### src/rtl/pwm_pkg.sv
// rtl/pwm_pkg.sv - shared PWM width default and fade-ramp state encoding
package pwm_pkg;

  localparam int PWM_WIDTH = 4;

  typedef enum logic [2:0] {
    ST_IDLE,
    ST_RAMP_UP,
    ST_HOLD_HIGH,
    ST_RAMP_DOWN,
    ST_HOLD_LOW
  } fade_state_e;

endpackage

### src/rtl/pwm_fade_ramp_if.sv
// rtl/pwm_fade_ramp_if.sv - control inputs and duty outputs of the fade ramp
interface pwm_fade_ramp_if #(
  parameter int WIDTH = pwm_pkg::PWM_WIDTH
);

  logic             enable;
  logic [WIDTH-1:0] duty_min;
  logic [WIDTH-1:0] duty_max;
  logic [WIDTH-1:0] pwm_value;
  logic             period_start;
  logic             ramp_dir;
  logic             busy;

  modport master (
    output enable, duty_min, duty_max,
    input  pwm_value, period_start, ramp_dir, busy
  );

  modport slave (
    input  enable, duty_min, duty_max,
    output pwm_value, period_start, ramp_dir, busy
  );

endinterface

### src/rtl/pwm_step_timer.sv
// rtl/pwm_step_timer.sv - PWM period counter plus step prescaler
module pwm_step_timer #(
  parameter int WIDTH        = 4,
  parameter int STEP_PERIODS = 16
) (
  input  logic clock,
  input  logic reset_n,
  input  logic run,
  output logic period_start,
  output logic step
);

  localparam int             PW      = (STEP_PERIODS > 1) ? $clog2(STEP_PERIODS) : 1;
  localparam logic [PW-1:0]  PS_LAST = PW'(STEP_PERIODS - 1);

  logic [WIDTH-1:0] period_cnt_q, period_cnt_d;
  logic [PW-1:0]    prescale_q, prescale_d;

  always_comb begin
    period_cnt_d = period_cnt_q + 1'b1;
    period_start = &period_cnt_q;
    step         = run && period_start && (prescale_q == PS_LAST);
    prescale_d   = prescale_q;
    // Prescale stays parked at zero while stopped so a restart gets a full interval.
    if (!run) begin
      prescale_d = '0;
    end else if (step) begin
      prescale_d = '0;
    end else if (period_start) begin
      prescale_d = prescale_q + 1'b1;
    end
  end

  always_ff @(posedge clock or negedge reset_n) begin
    if (!reset_n) begin
      period_cnt_q <= '0;
      prescale_q   <= '0;
    end else begin
      period_cnt_q <= period_cnt_d;
      prescale_q   <= prescale_d;
    end
  end

endmodule

### src/rtl/pwm_fade_ramp.sv
// rtl/pwm_fade_ramp.sv - triangular breathing duty generator, updates on PWM period boundaries
module pwm_fade_ramp
  import pwm_pkg::*;
#(
  parameter int WIDTH        = PWM_WIDTH,
  parameter int STEP_PERIODS = 16,
  parameter int HOLD_STEPS   = 4
) (
  input logic             clock,
  input logic             reset_n,
  pwm_fade_ramp_if.slave  bus
);

  localparam int            HW        = (HOLD_STEPS > 0) ? $clog2(HOLD_STEPS + 1) : 1;
  localparam logic [HW-1:0] HOLD_LAST = HW'(HOLD_STEPS);

  fade_state_e      state_q, state_d;
  logic [WIDTH-1:0] value_q, value_d;
  logic [HW-1:0]    hold_cnt_q, hold_cnt_d;
  logic             ramp_dir_q, ramp_dir_d;
  logic             first_q, first_d;
  logic             run;
  logic             step;
  logic             degenerate;

  assign run = bus.enable && (state_q != ST_IDLE);

  pwm_step_timer #(
    .WIDTH        (WIDTH),
    .STEP_PERIODS (STEP_PERIODS)
  ) u_step_timer (
    .clock        (clock),
    .reset_n      (reset_n),
    .run          (run),
    .period_start (bus.period_start),
    .step         (step)
  );

  always_comb begin
    state_d    = state_q;
    value_d    = value_q;
    hold_cnt_d = hold_cnt_q;
    ramp_dir_d = ramp_dir_q;
    first_d    = first_q;
    degenerate = (bus.duty_min >= bus.duty_max);
    if (!bus.enable) begin
      state_d    = ST_IDLE;
      value_d    = '0;
      hold_cnt_d = '0;
      ramp_dir_d = 1'b0;
      first_d    = 1'b1;
    end else begin
      unique case (state_q)
        ST_IDLE: state_d = ST_RAMP_UP;
        ST_RAMP_UP: begin
          if (step) begin
            // The first step after idle jumps to the floor instead of counting up from zero.
            if (first_q) begin
              value_d = bus.duty_min;
              first_d = 1'b0;
            end else if (!degenerate && (value_q < bus.duty_max)) begin
              value_d = value_q + 1'b1;
            end else begin
              value_d    = degenerate ? bus.duty_min : bus.duty_max;
              state_d    = ST_HOLD_HIGH;
              hold_cnt_d = '0;
              ramp_dir_d = 1'b1;
            end
          end
        end
        ST_HOLD_HIGH, ST_HOLD_LOW: begin
          if (step) begin
            if (degenerate) begin
              value_d = bus.duty_min;
            end
            if (hold_cnt_q == HOLD_LAST) begin
              state_d = (state_q == ST_HOLD_HIGH) ? ST_RAMP_DOWN : ST_RAMP_UP;
            end else begin
              hold_cnt_d = hold_cnt_q + 1'b1;
            end
          end
        end
        ST_RAMP_DOWN: begin
          if (step) begin
            if (!degenerate && (value_q > bus.duty_min)) begin
              value_d = value_q - 1'b1;
            end else begin
              value_d    = bus.duty_min;
              state_d    = ST_HOLD_LOW;
              hold_cnt_d = '0;
              ramp_dir_d = 1'b0;
            end
          end
        end
        default: state_d = ST_IDLE;
      endcase
    end
  end

  always_ff @(posedge clock or negedge reset_n) begin
    if (!reset_n) begin
      state_q    <= ST_IDLE;
      value_q    <= '0;
      hold_cnt_q <= '0;
      ramp_dir_q <= 1'b0;
      first_q    <= 1'b1;
    end else begin
      state_q    <= state_d;
      value_q    <= value_d;
      hold_cnt_q <= hold_cnt_d;
      ramp_dir_q <= ramp_dir_d;
      first_q    <= first_d;
    end
  end

  assign bus.pwm_value = value_q;
  assign bus.ramp_dir  = ramp_dir_q;
  assign bus.busy      = (state_q != ST_IDLE);

endmodule

### src/flat_wrapper.sv
// flat-port wrapper written by rule: the top's interface ports become plain ports
module pwm_fade_ramp_flat import pwm_pkg::*;
#(
  parameter int WIDTH        = PWM_WIDTH,
  parameter int STEP_PERIODS = 16,
  parameter int HOLD_STEPS   = 4
)
  (clock, reset_n, bus_enable, bus_duty_min, bus_duty_max, bus_pwm_value, bus_period_start, bus_ramp_dir, bus_busy);
  pwm_fade_ramp_if #(.WIDTH(WIDTH)) bus_i ();
  input logic clock;
  input logic reset_n;
  input wire logic [$bits(bus_i.enable)-1:0] bus_enable;
  input wire logic [$bits(bus_i.duty_min)-1:0] bus_duty_min;
  input wire logic [$bits(bus_i.duty_max)-1:0] bus_duty_max;
  output wire logic [$bits(bus_i.pwm_value)-1:0] bus_pwm_value;
  output wire logic [$bits(bus_i.period_start)-1:0] bus_period_start;
  output wire logic [$bits(bus_i.ramp_dir)-1:0] bus_ramp_dir;
  output wire logic [$bits(bus_i.busy)-1:0] bus_busy;
  assign bus_i.enable = bus_enable;
  assign bus_i.duty_min = bus_duty_min;
  assign bus_i.duty_max = bus_duty_max;
  assign bus_pwm_value = bus_i.pwm_value;
  assign bus_period_start = bus_i.period_start;
  assign bus_ramp_dir = bus_i.ramp_dir;
  assign bus_busy = bus_i.busy;
  pwm_fade_ramp #(.WIDTH(WIDTH), .STEP_PERIODS(STEP_PERIODS), .HOLD_STEPS(HOLD_STEPS)) u_core (.clock(clock), .reset_n(reset_n), .bus(bus_i));
endmodule
### config.mk
export PLATFORM = sky130hd
export DESIGN_NAME = pwm_fade_ramp_flat
export DESIGN_NICKNAME = d
export VERILOG_FILES = /design/src/rtl/pwm_pkg.sv /design/src/rtl/pwm_fade_ramp_if.sv /design/src/rtl/pwm_step_timer.sv /design/src/rtl/pwm_fade_ramp.sv /design/src/flat_wrapper.sv
export SDC_FILE = /design/constraint.sdc
export NUM_CORES = 1
export LEC_CHECK = 0
export CAP_MARGIN = 0
export CORE_MARGIN = 3
export CORE_UTILIZATION = 45
export DETAILED_ROUTE_END_ITERATION = 16
export GPL_TIMING_DRIVEN = 1
export PLACE_DENSITY = 0.78
export SYNTH_ARGS = -nofsm -noshare
export SYNTH_HDL_FRONTEND = slang
export SYNTH_HIERARCHICAL = 1
export SYNTH_SLANG_ARGS = --single-unit
export TNS_END_PERCENT = 1
### constraint.sdc
create_clock -name clock -period 7.43 [get_ports clock]
set_input_delay 0.743 -clock clock [delete_from_list [all_inputs] [get_ports clock]]
set_output_delay 0.743 -clock clock [all_outputs]
set_load 0.01 [all_outputs]
==> results of run 1 <==
[logic make-up after synthesis]
family	count (synthesis)	share of synthesized area, %
compound gates	47	21.1
xor+xnor	9	4.68
fa+ha+maj	18	13.2
buf+inv	20	5.50
flops	20	29.8
mux	8	4.98
simple gates	60	20.7
[cell usage in the layout (no fill, tap or decap), types with 4 or more instances in the layout]
cell,count
nand2_1,12
xnor2_1,7
ha_1,17
a32o_1,4
and2_1,4
nand3_1,5
nor3_1,5
clkbuf_8,4
clkdlybuf4s50_1,17
mux2i_1,5
dfrtp_1,19
nor2_1,10
a21oi_1,9
inv_1,15
o21ai_0,8
o211ai_1,6
[power groups by stage]
stage	Clock (mW)	Sequential (mW)	Combinational, mW
6_report	0.0819	0.156	0.163
3_5_place_dp	0	0.157	0.163
4_1_cts	0.0842	0.155	0.164
3_3_place_gp	0	0.158	0.163
2_1_floorplan	0	0.139	0.142
5_1_grt	0.0880	0.160	0.183
[worst min-delay path by stage]
stage / startpoint / slack (ns) / depth (start not counted) / to
global route: u_core/u_step_timer/period_cnt_q[0]$_DFF_PN0_ / 0.48 / 1 / u_core/u_step_timer/period_cnt_q[0]$_DFF_PN0_
CTS: u_core/u_step_timer/period_cnt_q[0]$_DFF_PN0_ / 0.46 / 1 / u_core/u_step_timer/period_cnt_q[0]$_DFF_PN0_
finish: u_core/u_step_timer/period_cnt_q[0]$_DFF_PN0_ / 0.45 / 1 / u_core/u_step_timer/period_cnt_q[0]$_DFF_PN0_
global placement: u_core/u_step_timer/period_cnt_q[0]$_DFF_PN0_ / 0.44 / 1 / u_core/u_step_timer/period_cnt_q[0]$_DFF_PN0_
floorplan: u_core/u_step_timer/period_cnt_q[0]$_DFF_PN0_ / 0.42 / 1 / u_core/u_step_timer/period_cnt_q[0]$_DFF_PN0_
detailed placement: u_core/u_step_timer/period_cnt_q[0]$_DFF_PN0_ / 0.45 / 1 / u_core/u_step_timer/period_cnt_q[0]$_DFF_PN0_
[metrics by stage]
step           power (mW)  std cells  hold slack [ns]  setup slack [ns]  instance area (um2)
3_5_place_dp        0.320        240            0.449              4.09                 1880
3_3_place_gp        0.320        240            0.442              4.10                 1880
2_1_floorplan       0.281        182            0.422              4.81                 1680
4_1_cts             0.403        244            0.459              4.36                 1930
6_report            0.401        244            0.450              4.31                 1930
5_1_grt             0.431        244            0.477              4.17                 1930
[metal layers]
layer | part of all wire, % | wire length, um | up-vias | global-route usage [%]
met1 | 49 | 1620 | 647 | 22.1
met4 | 1.1 | 36 | 0 | 3.80
met2 | 46 | 1510 | 39 | 25.5
met5 | 0 | 0 | - | 0
li1 | - | - | 700 | -
met3 | 4.6 | 152 | 5 | 3.49
[sequential cells by signal, summed over array words and instances (netlist names)]
register	count
u_core/u_step_timer/prescale_q	4
u_core/u_step_timer/period_cnt_q	4
u_core/bus.pwm_value	4
u_core/state_q	3
u_core/bus.ramp_dir	1
u_core/first_q	1
u_core/hold_cnt_q	3
[cell type report]
class	count	share of cell area, %
inverters	15	2.92
flip-flops and latches	20	26.0
well taps	46	2.98
clock buffers	4	2.85
repair buffers	17	8.81
multi-input cells	142	56.4
==> impl_metrics.csv, run 1 <==
group,metric,value,unit
setup_path,crit_path_end_kind,"register",
pwr,power.density,208,mW/mm2
yosys,top_post_synthesis_cells_by_area,"dfrtp_1, ha_1, xnor2_1",
timing,max_slew_margin,41.8,%
clock_tree,clock_tree.buffer_depth,2,
die,top_level_ports,18,
final_layout,syn_to_final_growth,14.6,%
final_layout,fill_cells,333,
setup_path,crit_slowest_cell,"clkdlybuf4s50_1",
pwr,switchingPower,0.149,mW
setup_path,worstSetupStartpoint,"bus_enable",
route,wl_per_cell,13.6,um
timing,finalCriticalPeriod,3.12,ns
die,fp-row-count,21,
place,port_buffers,17,
clock_tree,numCtsBuffers,3,
timing,max_freq,321,MHz
route,vias,1391,
die,design.die.area,0.00451,mm2
final_layout,multiInputGateArea,0.00109,mm2
die,start_util,48.6,%
place,dp.final_hpwl,2610,um
yosys,synth.most_common_cell,"dfrtp_1",
setup_path,crit_path_max_fanout,9,
run_status,result_of_the_run,"finished clean",
min_path,min_path_type,"register to register",
final_layout,regArea,502,um2
final_layout,design.final.nets,227,
timing,setup_repair_after_global_routing_missed_its_margin,"false",
route,detail_route.first_pass.iterations,4,
clock_tree,cts.repair_timing.setup_buffer_count,0,
yosys,synth-edff-count,0,
global_routing,grt_pass1_vias,1263,
setup_path,cp_num_cells,10,
yosys,netlist.area_leader.share,28.2,%
yosys,syn_inst,182,
timing,finalSetupViolations,0,
clock_tree,h-tree-depth,1,
clock_tree,cts-hold-fix-buffers,0,
pwr,vdd_drop_max,0.0783,mV
pwr,cell_internal_pwr,0.252,mW
timing,finalCritPeriodShare,41.9,%
die,placeable_core_region,0.00347,mm2
route,detail_route.vias_per_cell,5.70,
final_layout,antenna_cells_inserted,0,
setup_path,worst-endpoint-arrival,3.26,ns
clock_tree,cts_repair_resize_count,0,
yosys,syn_nets,210,
timing,worst_clock_skew,0.00274,ns
timing,report.final.slew_viol_count,0,
yosys,synthesis.area,0.00168,mm2
final_layout,finish.utilization,55.7,%
yosys,synth_area_per_cell,9.25,um2
pwr,combinational_power_share,40.7,%
yosys,library_cell_occupying_the_most_area_in_the_post_synthesis_netlist,"dfrtp_1",
yosys,synth_seq_area_share,29.8,%
final_layout,final_layout_size_suffix_gt1_share,8.59,%
route,dr.first_iter.drc_count,143,
route,drc,0,
pwr,power.clock.fraction,20.4,%
clock_tree,root_buffer,"clkbuf_8",
global_routing,remaining_overflow_grt,0,
global_routing,grtUsageTotal,16.0,%
setup_path,worst-setup-path-type,"primary input to register",
die,die_h,67.2,um
setup_path,critical_path.startpoint_type,"primary input",
die,die_x,67.2,um
yosys,synth_ff_type,"dfrtp_1",
timing,fin_setup_tns,0,ns
setup_path,crit_chain,"clkdlybuf4s50_1, and2_1, nand3_1, nor2_1, o21a_1, a31oi_1, o21a_1, a21oi_1, nand2_1, mux2_2",
pwr,power.sequential.fraction,38.8,%
timing,worst-slew-pin-transition,0.870,ns
timing,hold_violations,0,
setup_path,required,7.57,ns
pwr,p_leak,0.863,nW
setup_path,worstReg2RegStart,"u_core/state_q[2]$_DFFE_PN0P_",
place,place.gp.congestion,0.868,
setup_path,setup.reg_to_reg.worst_slack,4.59,ns
global_routing,grt_antenna_before_repair,0,
route,antenna_left,0,
setup_path,timing.reg2reg.worst_path_depth,10,
yosys,synth.ff_latch_count,20,
setup_path,critPathMaxStageDelay,0.58,ns
global_routing,maximum_number_of_pins_on_one_net_before_global_route_repair,21,
clock_tree,clkTransAtPathRegs,0.07,ns
setup_path,crit_end,"u_core/hold_cnt_q[0]$_DFFE_PN0P_",
yosys,post_synth_most_frequent_cells,"dfrtp_1, ha_1, inv_1",
setup_path,critical_path_s_most_frequent_cell,"o21a_1",
flow_run,drv_cap,0,
route,routed_wirelength,3320,um
global_routing,grt_first_pass_wirelength,5580,um
yosys,async_set_reset_flop_share_out_of_synthesis,100,%
pwr,switching_share_of_total_power,37.3,%
clock_tree,cts.sink_count,20,
clock_tree,clock_insertion_delay_worst_skew,0.26,ns
setup_path,critPathTopFamily,"simple AND/OR/NAND/NOR gates",
clock_tree,tritoncts_clock_tree,"yes",
yosys,netlist-cell-type-count,51,
setup_path,critical_path.reg2reg.endpoint,"u_core/hold_cnt_q[0]$_DFFE_PN0P_",
yosys,yosysWarnings,6,
setup_path,crit_buf_inv,1,
No activity file was read; power rests on OpenSTA's default activity.
==> run 2: changes to the inputs <==
==> constraint.sdc (replaced) <==
create_clock -name clock -period 3.15 [get_ports clock]
set_input_delay 0.315 -clock clock [delete_from_list [all_inputs] [get_ports clock]]
set_output_delay 0.315 -clock clock [all_outputs]
set_load 0.01 [all_outputs]
==> impl_metrics.csv, run 2 (same netlist as run 1, synthesis figures left out) <==
group,metric,value,unit
global_routing,maximum_number_of_pins_on_one_net_before_global_route_repair,21,
timing,finalCriticalPeriod,2.67,ns
route,dr.first_iter.drc_count,124,
route,route.met2.wl,1580,um
clock_tree,tritoncts_clock_tree,"yes",
clock_tree,cts-hold-fix-buffers,0,
route,antenna_left,0,
place,port_buffers,17,
route,detail_route.first_pass.iterations,5,
flow_run,drv_cap,0,
global_routing,remaining_overflow_grt,0,
die,design.die.area,0.00451,mm2
clock_tree,clock_tree.buffer_depth,2,
clock_tree,clock_insertion_delay_worst_skew,0.26,ns
pwr,vdd_drop_max,0.247,mV
route,vias,1392,
timing,fin_ws,0.482,ns
clock_tree,cts.repair_timing.setup_buffer_count,0,
pwr,power.sequential.fraction,31.1,%
final_layout,fill_cells,324,
pwr,p_leak,0.885,nW
setup_path,crit_path_end_kind,"register",
setup_path,setup.reg_to_reg.worst_slack,0.66,ns
timing,finalCritPeriodShare,84.7,%
clock_tree,h-tree-depth,1,
setup_path,critical_path.startpoint_type,"primary input",
route,drc,0,
die,placeable_core_region,0.00347,mm2
final_layout,antenna_cells_inserted,0,
setup_path,critical_path.reg2reg.endpoint,"u_core/hold_cnt_q[0]$_DFFE_PN0P_",
timing,fin_setup_tns,0,ns
route,wl_per_cell,14.0,um
timing,max_slew_margin,41.6,%
min_path,hold-path-cell-count,1,
clock_tree,cts_repair_resize_count,0,
pwr,combinational_power_share,44.3,%
setup_path,critPathMaxStageDelay,0.58,ns
setup_path,critical_path_s_most_frequent_cell,"o21a_1",
place,pre_cts_ws,0.253,ns
clock_tree,numCtsBuffers,3,
final_layout,layout.cells.most_common,"dfrtp_1",
setup_path,crit_slowest_cell,"clkdlybuf4s50_1",
setup_path,crit_path_max_fanout,9,
place,dp.final_hpwl,2670,um
min_path,hold_critical_path_endpoint,"u_core/u_step_timer/period_cnt_q[0]$_DFF_PN0_",
global_routing,grtUsageTotal,16.2,%
timing,worst-slew-pin-transition,0.874,ns
die,top_level_ports,18,
clock_tree,cts.sink_count,20,
min_path,min_path_type,"register to register",
final_layout,design.final.nets,230,
setup_path,worstReg2RegStart,"u_core/state_q[2]$_DFFE_PN0P_",
setup_path,worst-endpoint-arrival,2.81,ns
clock_tree,clkTransAtPathRegs,0.07,ns
route,routed_wirelength,3460,um
place,place.gp.congestion,0.869,
setup_path,timing.reg2reg.worst_path_depth,10,
final_layout,layout.cells.most_common_list,"dfrtp_1, clkdlybuf4s50_1, ha_1",
timing,finalSetupViolations,0,
die,die_h,67.2,um
pwr,cell_internal_pwr,0.670,mW
pwr,switching_share_of_total_power,35.6,%
pwr,power.density,529,mW/mm2
pwr,power.clock.fraction,24.6,%
pwr,switchingPower,0.371,mW
die,die_x,67.2,um
die,start_util,48.6,%
die,fp-row-count,21,
setup_path,crit_chain,"clkdlybuf4s50_1, and2_1, nand3_1, nor2_1, o21a_1, a31oi_1, o21a_1, a21oi_1, nand2_1, mux2_2",
final_layout,syn_to_final_growth,16.9,%
route,met1Wirelength,1700,um
final_layout,final_layout_size_suffix_gt1_share,9.95,%
timing,hold_violations,0,
global_routing,grt_antenna_before_repair,0,
final_layout,finish.utilization,56.8,%
run_status,result_of_the_run,"finished clean",
clock_tree,root_buffer,"clkbuf_8",
route,top_layer,"met4",
timing,setup_repair_after_global_routing_missed_its_margin,"false",
global_routing,grt_pass1_vias,1267,
pwr,total_power_consumption_of_the_routed_design,1.04,mW
timing,max_freq,375,MHz
global_routing,grt_first_pass_wirelength,5700,um
min_path,min-delay-start,"u_core/u_step_timer/period_cnt_q[0]$_DFF_PN0_",
timing,worst_clock_skew,0.00761,ns
setup_path,worst-setup-path-type,"primary input to register",
timing,report.final.slew_viol_count,0,
setup_path,required,3.29,ns
route,route.met3.wl,158,um
route,detail_route.vias_per_cell,5.64,
-- run 2: changes by cell type in the layout (fill, tap and decap cells not counted) --
cell | previous run | this run
buf_4 | 0 | 3
bufinv_16 | 0 | 1
clkbuf_8 | 4 | 3
-- run 2: cell type report --
class / instances / area [um2] / share of cell area, %
Clock buffer: 3 / 41.3 / 2.10
Tap cell: 46 / 57.6 / 2.92
Inverter: 15 / 56.3 / 2.86
Multi-Input combinational cell: 142 / 1090 / 55.3
Timing Repair Buffer: 20 / 193 / 9.78
Clock inverter: 1 / 30.0 / 1.52
Sequential cell: 20 / 502 / 25.5
-- run 2: metrics by stage --
| stage | cells | hold WS [ns] | instance area, um2 |
|---|---|---|---|
| after floorplan | 182 | 0.0194 | 1680 |
| after global placement | 243 | 0.444 | 1900 |
| after detailed placement | 243 | 0.453 | 1900 |
| after CTS | 247 | 0.464 | 1970 |
| after global routing | 247 | 0.474 | 1970 |
| final | 247 | 0.455 | 1970 |
-- run 2: critical path, delay by kind of cell --
kind	cells	cell delay, ns
and+or+nand+nor	4	0.97
muxes	1	0.31
AOI/OAI and AO/OA	4	0.64
buffers and inverters	1	0.58
-- run 2: power by group through the flow --
stage | Clock, mW | Combinational [mW] | Sequential (mW)
floorplan | 0 | 0.336 | 0.328
global placement | 0 | 0.450 | 0.326
finish | 0.256 | 0.461 | 0.324
global route | 0.275 | 0.506 | 0.329
CTS | 0.262 | 0.458 | 0.324
detailed placement | 0 | 0.454 | 0.328
-- run 2: layer usage --
| metal | up-vias | GRT usage (%) |
|---|---|---|
| met5 | - | 0 |
| met4 | 0 | 5.06 |
| li1 | 707 | - |
| met1 | 644 | 22.2 |
| met2 | 39 | 25.9 |
| met3 | 2 | 3.00 |
-- run 2: worst max-delay path by stage --
stage	startpoint	to	slack (ns)
finish	bus_enable	u_core/hold_cnt_q[0]$_DFFE_PN0P_	0.48
global route	bus_enable	u_core/state_q[0]$_DFFE_PN0P_	0.31
CTS	bus_enable	u_core/hold_cnt_q[1]$_DFFE_PN0P_	0.51
detailed placement	bus_enable	u_core/hold_cnt_q[1]$_DFFE_PN0P_	0.25
global placement	bus_enable	u_core/state_q[0]$_DFFE_PN0P_	0.23
floorplan	u_core/state_q[2]$_DFFE_PN0P_	u_core/hold_cnt_q[0]$_DFFE_PN0P_	0.53
